<file path="src/rtl/process_scheduler.sv">
// Round-robin, time-sliced process scheduler. PID 0 is the OS context;
// user contexts 1..NUM_PROC-1 are dispatched in round-robin order and
// preempted after QUANTUM retired instructions, on yield, or on end_proc.
module process_scheduler #(
  parameter int unsigned NUM_PROC = 4,
  parameter int unsigned PID_W    = 2,
  parameter int unsigned PC_W     = 32,
  parameter int unsigned QUANTUM  = 16,
  parameter int unsigned QW       = 5
) (
  input  logic                clk_i,
  input  logic                rst_ni,
  input  logic                instr_retire_i,
  input  logic [PC_W-1:0]     pc_curr_i,
  input  logic                end_proc_i,
  input  logic                yield_i,
  input  logic                dispatch_i,
  input  logic                proc_create_i,
  input  logic [PID_W-1:0]    create_pid_i,
  input  logic [PC_W-1:0]     create_pc_i,
  output logic [PID_W-1:0]    cur_pid_o,
  output logic                in_os_o,
  output logic                pc_load_o,
  output logic [PC_W-1:0]     pc_load_val_o,
  output logic                preempted_o,
  output logic [NUM_PROC-1:0] ready_mask_o
);

  typedef enum logic [1:0] {StOs, StLoad, StRun, StSave} state_e;

  state_e              state_q, state_d;
  logic [PID_W-1:0]    cur_pid_q, cur_pid_d;
  logic                in_os_q, in_os_d;
  logic                pc_load_q, pc_load_d;
  logic [PC_W-1:0]     pc_load_val_q, pc_load_val_d;
  logic                preempted_q, preempted_d;
  logic [NUM_PROC-1:0] ready_q, ready_d;
  logic [PC_W-1:0]     saved_pc_q [NUM_PROC];
  logic [PC_W-1:0]     saved_pc_d [NUM_PROC];
  logic [QW-1:0]       slice_q, slice_d;
  logic [PID_W-1:0]    rr_q, rr_d;

  logic [PID_W-1:0]    next_pid;
  logic                ready_nz;
  logic                create_ok;
  logic                go_save;
  logic                quantum_hit;

  // First ready user PID after rr, skipping PID 0 and wrapping NUM_PROC-1 -> 1.
  function automatic logic [PID_W-1:0] pick_next(input logic [PID_W-1:0]    rr,
                                                  input logic [NUM_PROC-1:0] rdy);
    logic [PID_W-1:0]    res;
    logic                found;
    logic [NUM_PROC-1:0] sh;
    int unsigned         idx;
    res   = rr;
    found = 1'b0;
    for (int unsigned k = 1; k < NUM_PROC; k++) begin
      // (rr - 1 + k) mod (NUM_PROC - 1), written to avoid unsigned underflow.
      idx = ((32'(rr) + NUM_PROC - 2 + k) % (NUM_PROC - 1)) + 1;
      sh  = rdy >> idx;
      if (!found && sh[0]) begin
        res   = PID_W'(idx);
        found = 1'b1;
      end
    end
    return res;
  endfunction

  assign next_pid  = pick_next(rr_q, ready_q);
  assign ready_nz  = |ready_q;
  assign create_ok = proc_create_i && (create_pid_i != '0) && (32'(create_pid_i) < NUM_PROC);

  // Next-state, context table and registered-output computation.
  always_comb begin
    state_d       = state_q;
    cur_pid_d     = cur_pid_q;
    in_os_d       = in_os_q;
    pc_load_d     = 1'b0;
    pc_load_val_d = pc_load_val_q;
    preempted_d   = 1'b0;
    ready_d       = ready_q;
    saved_pc_d    = saved_pc_q;
    slice_d       = slice_q;
    rr_d          = rr_q;
    go_save       = 1'b0;
    quantum_hit   = 1'b0;

    unique case (state_q)
      StOs: begin
        if (dispatch_i && ready_nz) begin
          saved_pc_d[0] = pc_curr_i;
          pc_load_d     = 1'b1;
          pc_load_val_d = saved_pc_q[next_pid];
          cur_pid_d     = next_pid;
          in_os_d       = 1'b0;
          state_d       = StLoad;
        end
      end
      StLoad: begin
        // cur_pid_q holds the PID selected on dispatch.
        rr_d    = cur_pid_q;
        slice_d = '0;
        state_d = StRun;
      end
      StRun: begin
        if (end_proc_i) begin
          ready_d[cur_pid_q] = 1'b0;
          go_save            = 1'b1;
        end else if (yield_i) begin
          saved_pc_d[cur_pid_q] = pc_curr_i;
          go_save               = 1'b1;
        end else if (instr_retire_i) begin
          if (slice_q == QW'(QUANTUM - 1)) begin
            saved_pc_d[cur_pid_q] = pc_curr_i;
            quantum_hit           = 1'b1;
            go_save               = 1'b1;
          end else begin
            slice_d = slice_q + 1'b1;
          end
        end
        if (go_save) begin
          pc_load_d     = 1'b1;
          pc_load_val_d = saved_pc_q[0];
          cur_pid_d     = '0;
          in_os_d       = 1'b1;
          preempted_d   = quantum_hit;
          state_d       = StSave;
        end
      end
      StSave: begin
        state_d = StOs;
      end
      default: begin
        state_d = StOs;
      end
    endcase

    // Create is applied last so it wins over a same-cycle save or end_proc.
    if (create_ok) begin
      saved_pc_d[create_pid_i] = create_pc_i;
      ready_d[create_pid_i]    = 1'b1;
    end
    ready_d[0] = 1'b0;
  end

  // State and context registers with asynchronous active-low reset.
  always_ff @(posedge clk_i or negedge rst_ni) begin
    if (!rst_ni) begin
      state_q       <= StOs;
      cur_pid_q     <= '0;
      in_os_q       <= 1'b1;
      pc_load_q     <= 1'b0;
      pc_load_val_q <= '0;
      preempted_q   <= 1'b0;
      ready_q       <= '0;
      slice_q       <= '0;
      rr_q          <= PID_W'(NUM_PROC - 1);
      for (int i = 0; i < NUM_PROC; i++) begin
        saved_pc_q[i] <= '0;
      end
    end else begin
      state_q       <= state_d;
      cur_pid_q     <= cur_pid_d;
      in_os_q       <= in_os_d;
      pc_load_q     <= pc_load_d;
      pc_load_val_q <= pc_load_val_d;
      preempted_q   <= preempted_d;
      ready_q       <= ready_d;
      slice_q       <= slice_d;
      rr_q          <= rr_d;
      saved_pc_q    <= saved_pc_d;
    end
  end

  assign cur_pid_o     = cur_pid_q;
  assign in_os_o       = in_os_q;
  assign pc_load_o     = pc_load_q;
  assign pc_load_val_o = pc_load_val_q;
  assign preempted_o   = preempted_q;
  assign ready_mask_o  = ready_q;

endmodule

</file>
<file path="config.mk">
export PLATFORM = sky130hd
export DESIGN_NAME = process_scheduler
export DESIGN_NICKNAME = d
export VERILOG_FILES = /design/src/rtl/process_scheduler.sv
export SDC_FILE = /design/constraint.sdc
export NUM_CORES = 1
export LEC_CHECK = 0
export ABC_CLOCK_PERIOD_IN_PS = 10600
export CAP_MARGIN = 20
export CORE_ASPECT_RATIO = 0.7
export CORE_UTILIZATION = 56
export CTS_BUF_LIST = sky130_fd_sc_hd__clkbuf_8
export DETAILED_ROUTE_END_ITERATION = 10
export PLACE_DENSITY = 0.91
export SYNTH_ARGS = -nofsm -noshare
export SYNTH_HDL_FRONTEND = slang
export SYNTH_SLANG_ARGS = --single-unit
</file>
<file path="constraint.sdc">
create_clock -name clk_i -period 10.6 [get_ports clk_i]
set_clock_uncertainty 0.15 [all_clocks]
set_input_delay 2.65 -clock clk_i [delete_from_list [all_inputs] [get_ports clk_i]]
set_output_delay 2.65 -clock clk_i [all_outputs]
set_load 0.03 [all_outputs]
</file>
Word-level counts from Yosys, hierarchy flattened
Cells that the tools add are included.
Operators by class
  reduce and logical (&&, ||, !) cells: 18
  shift operators: 3
  bitwise gates (word level): 6
  add/sub/neg operators: 9
  mux-type cells: 58
  equal/unequal tests: 10
  divide/modulo/power cells: 3
  magnitude comparators: 9
Operator list (count)
  128-bit 2-to-1 mux: 5
  128-bit bitwise mux: 2
  32-bit 2-to-1 mux: 7
  32-bit by 1-bit adder with 32-bit output (second input constant): 4
  32-bit demux with 2-bit select: 2
  32-bit one-hot mux with 2 select lines: 2
  32-bit by 2-bit remainder unit with 32-bit output (second input constant): 3
  96-bit 2-to-1 mux: 1
  4-bit by 32-bit >> shifter with 1-bit output: 3
  32-bit binary-select mux with 2-bit select: 1
  32-bit by 2-bit adder with 32-bit output (second input constant): 1
  5-bit 2-to-1 mux: 4
  1-bit 2-to-1 mux: 17
  2-bit 2-to-1 mux: 7
  4-bit 2-to-1 mux: 3
  2-bit inequality test (second input constant): 6
  5-bit one-hot mux with 2 select lines: 1
  3-bit greater-or-equal comparator (second input constant): 3
  2-bit NOT with 3-bit output: 3
  1-bit logical AND: 8
  2-bit one-hot mux with 4 select lines: 1
  5-bit by 3-bit adder with 6-bit output (second input constant): 1
  2-bit by 3-bit < comparator with 1-bit output (second input constant): 2
  3-bit by 1-bit < comparator with 1-bit output (second input constant): 2
  other kinds (20): 27
Storage, ports and cells
  output and inout bits: 41
  input bits: 73
  flip-flop bits (word level): 177

Logic depth before layout (Yosys ltp)
  depth in word-level cells: 19
  depth in mapped cells: 16
  gate-level depth less buffers: 13

Worst setup path after synthesis
No wires, ideal clock.
  kind: input to register
  start: in instr_retire_i
  end: reg saved_pc_q[66] in the netlist's numbering
  buffers on the path: 2
  stages: 8
  arrival: 4.116 ns
  required time: 10.313 ns
  path slack: 6.196 ns
  cell sequence: nand2_1 -> nand2b_1 -> nand3b_1 -> nor3b_1 -> clkbuf_1 -> buf_1 -> mux2i_1 -> a21oi_1
RTL lines
  start, declared: line 13  | input logic instr_retire_i,
  end signal, assigned: line 172  | saved_pc_q <= saved_pc_d;
  end, declared: line 38  | logic [PC_W-1:0] saved_pc_q [NUM_PROC];

Final worst setup path
  start: reg rr_q[0]
  end: reg pc_load_val_q[16] (netlist: pc_load_val_o[16])
On the way
  longest elaborated chain between the ends: 19
  elaborated cells on any way between the ends: 29
  those cells by class: add/sub (8); div (3); shift (3); mux (10); bitwise (1); reduce/logical (4)
RTL lines
  start, declared: line 41  | logic [PID_W-1:0] rr_q, rr_d;
  start signal, assigned: line 158  | rr_q <= PID_W'(NUM_PROC - 1);
  start signal, assigned: line 171  | rr_q <= rr_d;
  2-bit by 3-bit adder with 4-bit output: line 60  | idx = ((32'(rr) + NUM_PROC - 2 + k) % (NUM_PROC - 1)) + 1;
  4-bit by 2-bit subtractor with 5-bit output: line 60
  32-bit by 1-bit adder with 32-bit output: line 60
  32-bit by 2-bit remainder unit with 32-bit output: line 60
  32-bit by 1-bit adder with 32-bit output: line 60
  4-bit by 32-bit >> shifter with 1-bit output: line 61  | sh = rdy >> idx;
  1-bit 2-to-1 mux: line 62  | if (!found && sh[0]) begin
  1-bit zero test: line 62
  (+2 left out)
  1-bit zero test: line 62
  1-bit logical AND: line 62
  2-bit 2-to-1 mux (*): line 62
  2-bit NOT with 3-bit output (not written as such) (*): line 94  | pc_load_val_d = saved_pc_q[next_pid];
  32-bit binary-select mux with 2-bit select (*): line 94
  32-bit 2-to-1 mux (not written as such) (*) (2 in a row): line 94
  32-bit 2-to-1 mux (*): line 91  | if (dispatch_i && ready_nz) begin
  32-bit one-hot mux with 2 select lines (*): line 89  | unique case (state_q)
  end signal, assigned: line 167  | pc_load_val_q <= pc_load_val_d;
  end, declared: line 35  | logic [PC_W-1:0] pc_load_val_q, pc_load_val_d;
Mark *: on every way between the ends. The rest lies on a longest branch, timed or not. The select of a mux whose other input is x is not followed.
A chain may end at the register's enable or synchronous reset.

==> impl_metrics.tcl <==
set metrics [dict create \
    outcome "completed" \
    synth_most_common_cell "dfrtp_1" \
    syn-instance-count 949 \
    power.share.clock 0.128 \
    ys_async_sr_fraction 1.00 \
    ys_ff_latch 177 \
    cts_resized 0 \
    synth_cell_types 56 \
    coreArea_sq_um 16400 \
    drtAntennaViolNets 0 \
    initial_core_util 0.575 \
    io_pins 114 \
    insertion_delay_ns 0.46 \
    postRouteWirelength_um 26100 \
    synth_area_sq_um 9420 \
    antenna_found_initial 0 \
    syn-num-nets 1043 \
    antennaDiodeCount 0 \
    fmax_mhz 183 \
    via_count 8116 \
    grt_max_degree 107 \
    cts.path.max_buffers 2 \
    gr-usage-all-layers 0.309 \
    nets 1110 \
    power_density_nw_per_um2 327 \
    r2r_slack_ns 5.14 \
    ir_drop_mv 0.216 \
    place_area_sq_um 10600 \
    leakagePower_nw 4.21 \
    p_seq_frac 0.289 \
    multiInputGateArea_sq_um 4670 \
    synth_ff_type "dfrtp_1" \
    cts_setup_buffers 0 \
    yosysTopAreaCell "dfrtp_1" \
    drc_errors 0 \
    htreeDepth 4 \
    critPathLaunchType "flop" \
    die_area_sq_um 17400 \
    ys_top_cells_by_area "dfrtp_1 (46%), mux2i_1 (10%), o21ai_0 (5.7%)" \
    period_needed_ns 5.46 \
    clkSlewWorstSetupHoldPaths_ns 0.09 \
    drv_slew 0 \
    fp.dieH_um 111 \
    seq_area_sq_um 4430 \
    max_cap_violations 0 \
    first_global_vias 8181 \
    hp-class "flop to flop" \
    yosysWarnings 0 \
    endpoint_kind "flop" \
    synth-edff-count 0 \
    fin_cells 1254 \
    synthTopCellsByCount "dfrtp_1 (174), o21ai_0 (108), mux2i_1 (98)" \
    clockRootBuffer "clkbuf_8" \
    worstSetupPathType "flop to flop" \
    finalCritPeriodShare 0.515 \
    drtIter0Drc 837 \
    tritoncts "built" \
    routedWlPerCell_um 20.8 \
    rsz0062_at_grt "false" \
    globalplace.congestion 0.856 \
    fillers 1209 \
    p_sw_frac 0.480 \
    tightest_slew_ns 1.08 \
    power.internal_mw 1.88 \
    cts_sinks 177 \
    numCtsBuffers 17 \
    via_per_inst 6.47 \
    gr-total-overflow 0 \
    synth_top_area_frac 0.462 \
    worstPathMaxFanout 39 \
    arrival_ns 5.69 \
    setup-violations-final 0 \
    dpl.cell_count 1218 \
    power_frac_comb 0.583 \
    slew_headroom 0.278 \
    area_growth_syn_to_layout_pct 17.6 \
    portBuffers 112 \
    grt_first_pass_wirelength_um 41900 \
    cp.required_ns 10.83 \
    drive_above_1_share 0.0739 \
    synth_area_per_cell_sq_um 9.93 \
    postLayoutCoreUtil 0.676 \
    fin_area_sq_um 11100 \
    dpl.hpwl_um 15600 \
    postCtsHoldBufs 0 \
    first_pass_iters 8 \
    rows 39 \
    hold_viol_final 0 \
    p_sw_mw 1.74 \
    ys_seq_area_frac 0.470 \
    setup_tns_ns 0 \
    dieWidth_um 157 \
]
==> power groups by stage <==
stage,Sequential (mW),Clock (mW),Combinational (mW)
floorplan,1.14,0,1.35
global placement,1.04,0,1.94
detailed placement,1.04,0,2.01
CTS,1.04,0.466,2.02
global route,1.06,0.489,2.25
finish,1.05,0.465,2.11
==> flip-flops by register name, summed over array words and instances, names as in the netlist <==
signal / cells
cur_pid_o: 2
pc_load_val_o: 32
in_os_o: 1
rr_q: 2
ready_mask_o: 3
pc_load_o: 1
slice_q: 5
saved_pc_q: 128
state_q: 2
preempted_o: 1
==> cell type report <==
cell class / count / share of cell area
Inverter: 11 / 0.00373
Sequential cell: 177 / 0.400
Clock buffer: 17 / 0.0211
Multi-Input combinational cell: 681 / 0.421
Tap cell: 225 / 0.0254
Timing Repair Buffer: 128 / 0.115
Clock inverter: 15 / 0.0133
==> critical path, cell delays in order, from the launching register on <==
cell and delay, ns:
dfstp_2 0.61, inv_1 0.12, ha_1 0.23, nor2b_1 0.78, nand2_1 0.12, ha_1 0.32, or4b_1 0.43, a211o_1 0.28
or3_4 0.37, a221o_1 0.42, nor2_4 0.61, buf_4 0.52, nand4b_1 0.19, a41oi_2 0.21
==> layer usage <==
metal,wire length (um),vias to the layer above,global-route usage
li1,-,3599,-
met1,11200,3982,0.444
met2,12000,475,0.458
met3,2450,60,0.0667
met4,536,0,0.118
met5,0,-,0
==> metrics by stage <==
| stage | worst slack, ns | total power, mW | hold slack (ns) |
|---|---|---|---|
| after floorplan | 6.20 | 2.48 | 0.310 |
| after global placement | 5.40 | 2.98 | 0.331 |
| after detailed placement | 5.20 | 3.05 | 0.338 |
| after CTS | 5.17 | 3.53 | 0.360 |
| after global routing | 4.79 | 3.80 | 0.369 |
| final | 5.14 | 3.62 | 0.362 |
==> placed cells by master (no fill, tap or decap), types with 2 or more instances in the layout <==
cell type        count
buf_4               13
dfrtp_1            174
a32oi_1              9
nor2b_1              7
bufinv_16            2
inv_1               15
clkdlybuf4s50_1    111
o21ai_0            107
nor3b_1              2
nand2b_1             6
clkinv_4             2
xnor2_1              2
and3_1               2
clkbuf_8            17
clkinvlp_4           4
nand2_1             56
nand4_1              2
dfstp_2              3
nor2_4               3
a21o_1               3
a21oi_1             66
xor2_1               3
ha_1                20
a22o_1              33
nor2_1              95
nand3_1             47
nor3_1               2
o21ai_1              2
buf_12               2
a41oi_2             10
nand3b_1             8
mux2i_1             97
a211o_1             33
a41oi_1             13
nand4b_1            23
==> final timing paths <==
check	from	end	cells after the start
min in group asynchronous	rst_ni	slice_q[2]	1
worst max register to register	rr_q[0]	pc_load_val_o[16]	13
worst min register to register	saved_pc_q[96]	saved_pc_q[96]	1
worst max-delay path	rr_q[0]	pc_load_val_o[16]	13
worst min-delay path	saved_pc_q[96]	saved_pc_q[96]	1
max in group asynchronous	rst_ni	saved_pc_q[12]	2
==> cells by family after synthesis <==
group / count (synthesis) / synth area share
other: 1 / 0.000398
AND/OR/NAND/NOR: 267 / 0.143
adder cells (fa/ha/maj): 21 / 0.0279
XOR/XNOR: 5 / 0.00465
multiplexers: 99 / 0.105
flip-flops: 177 / 0.470
buffers and inverters: 91 / 0.0408
AO/OA/AOI/OAI: 288 / 0.208
Power figures use the tool's default switching activity.
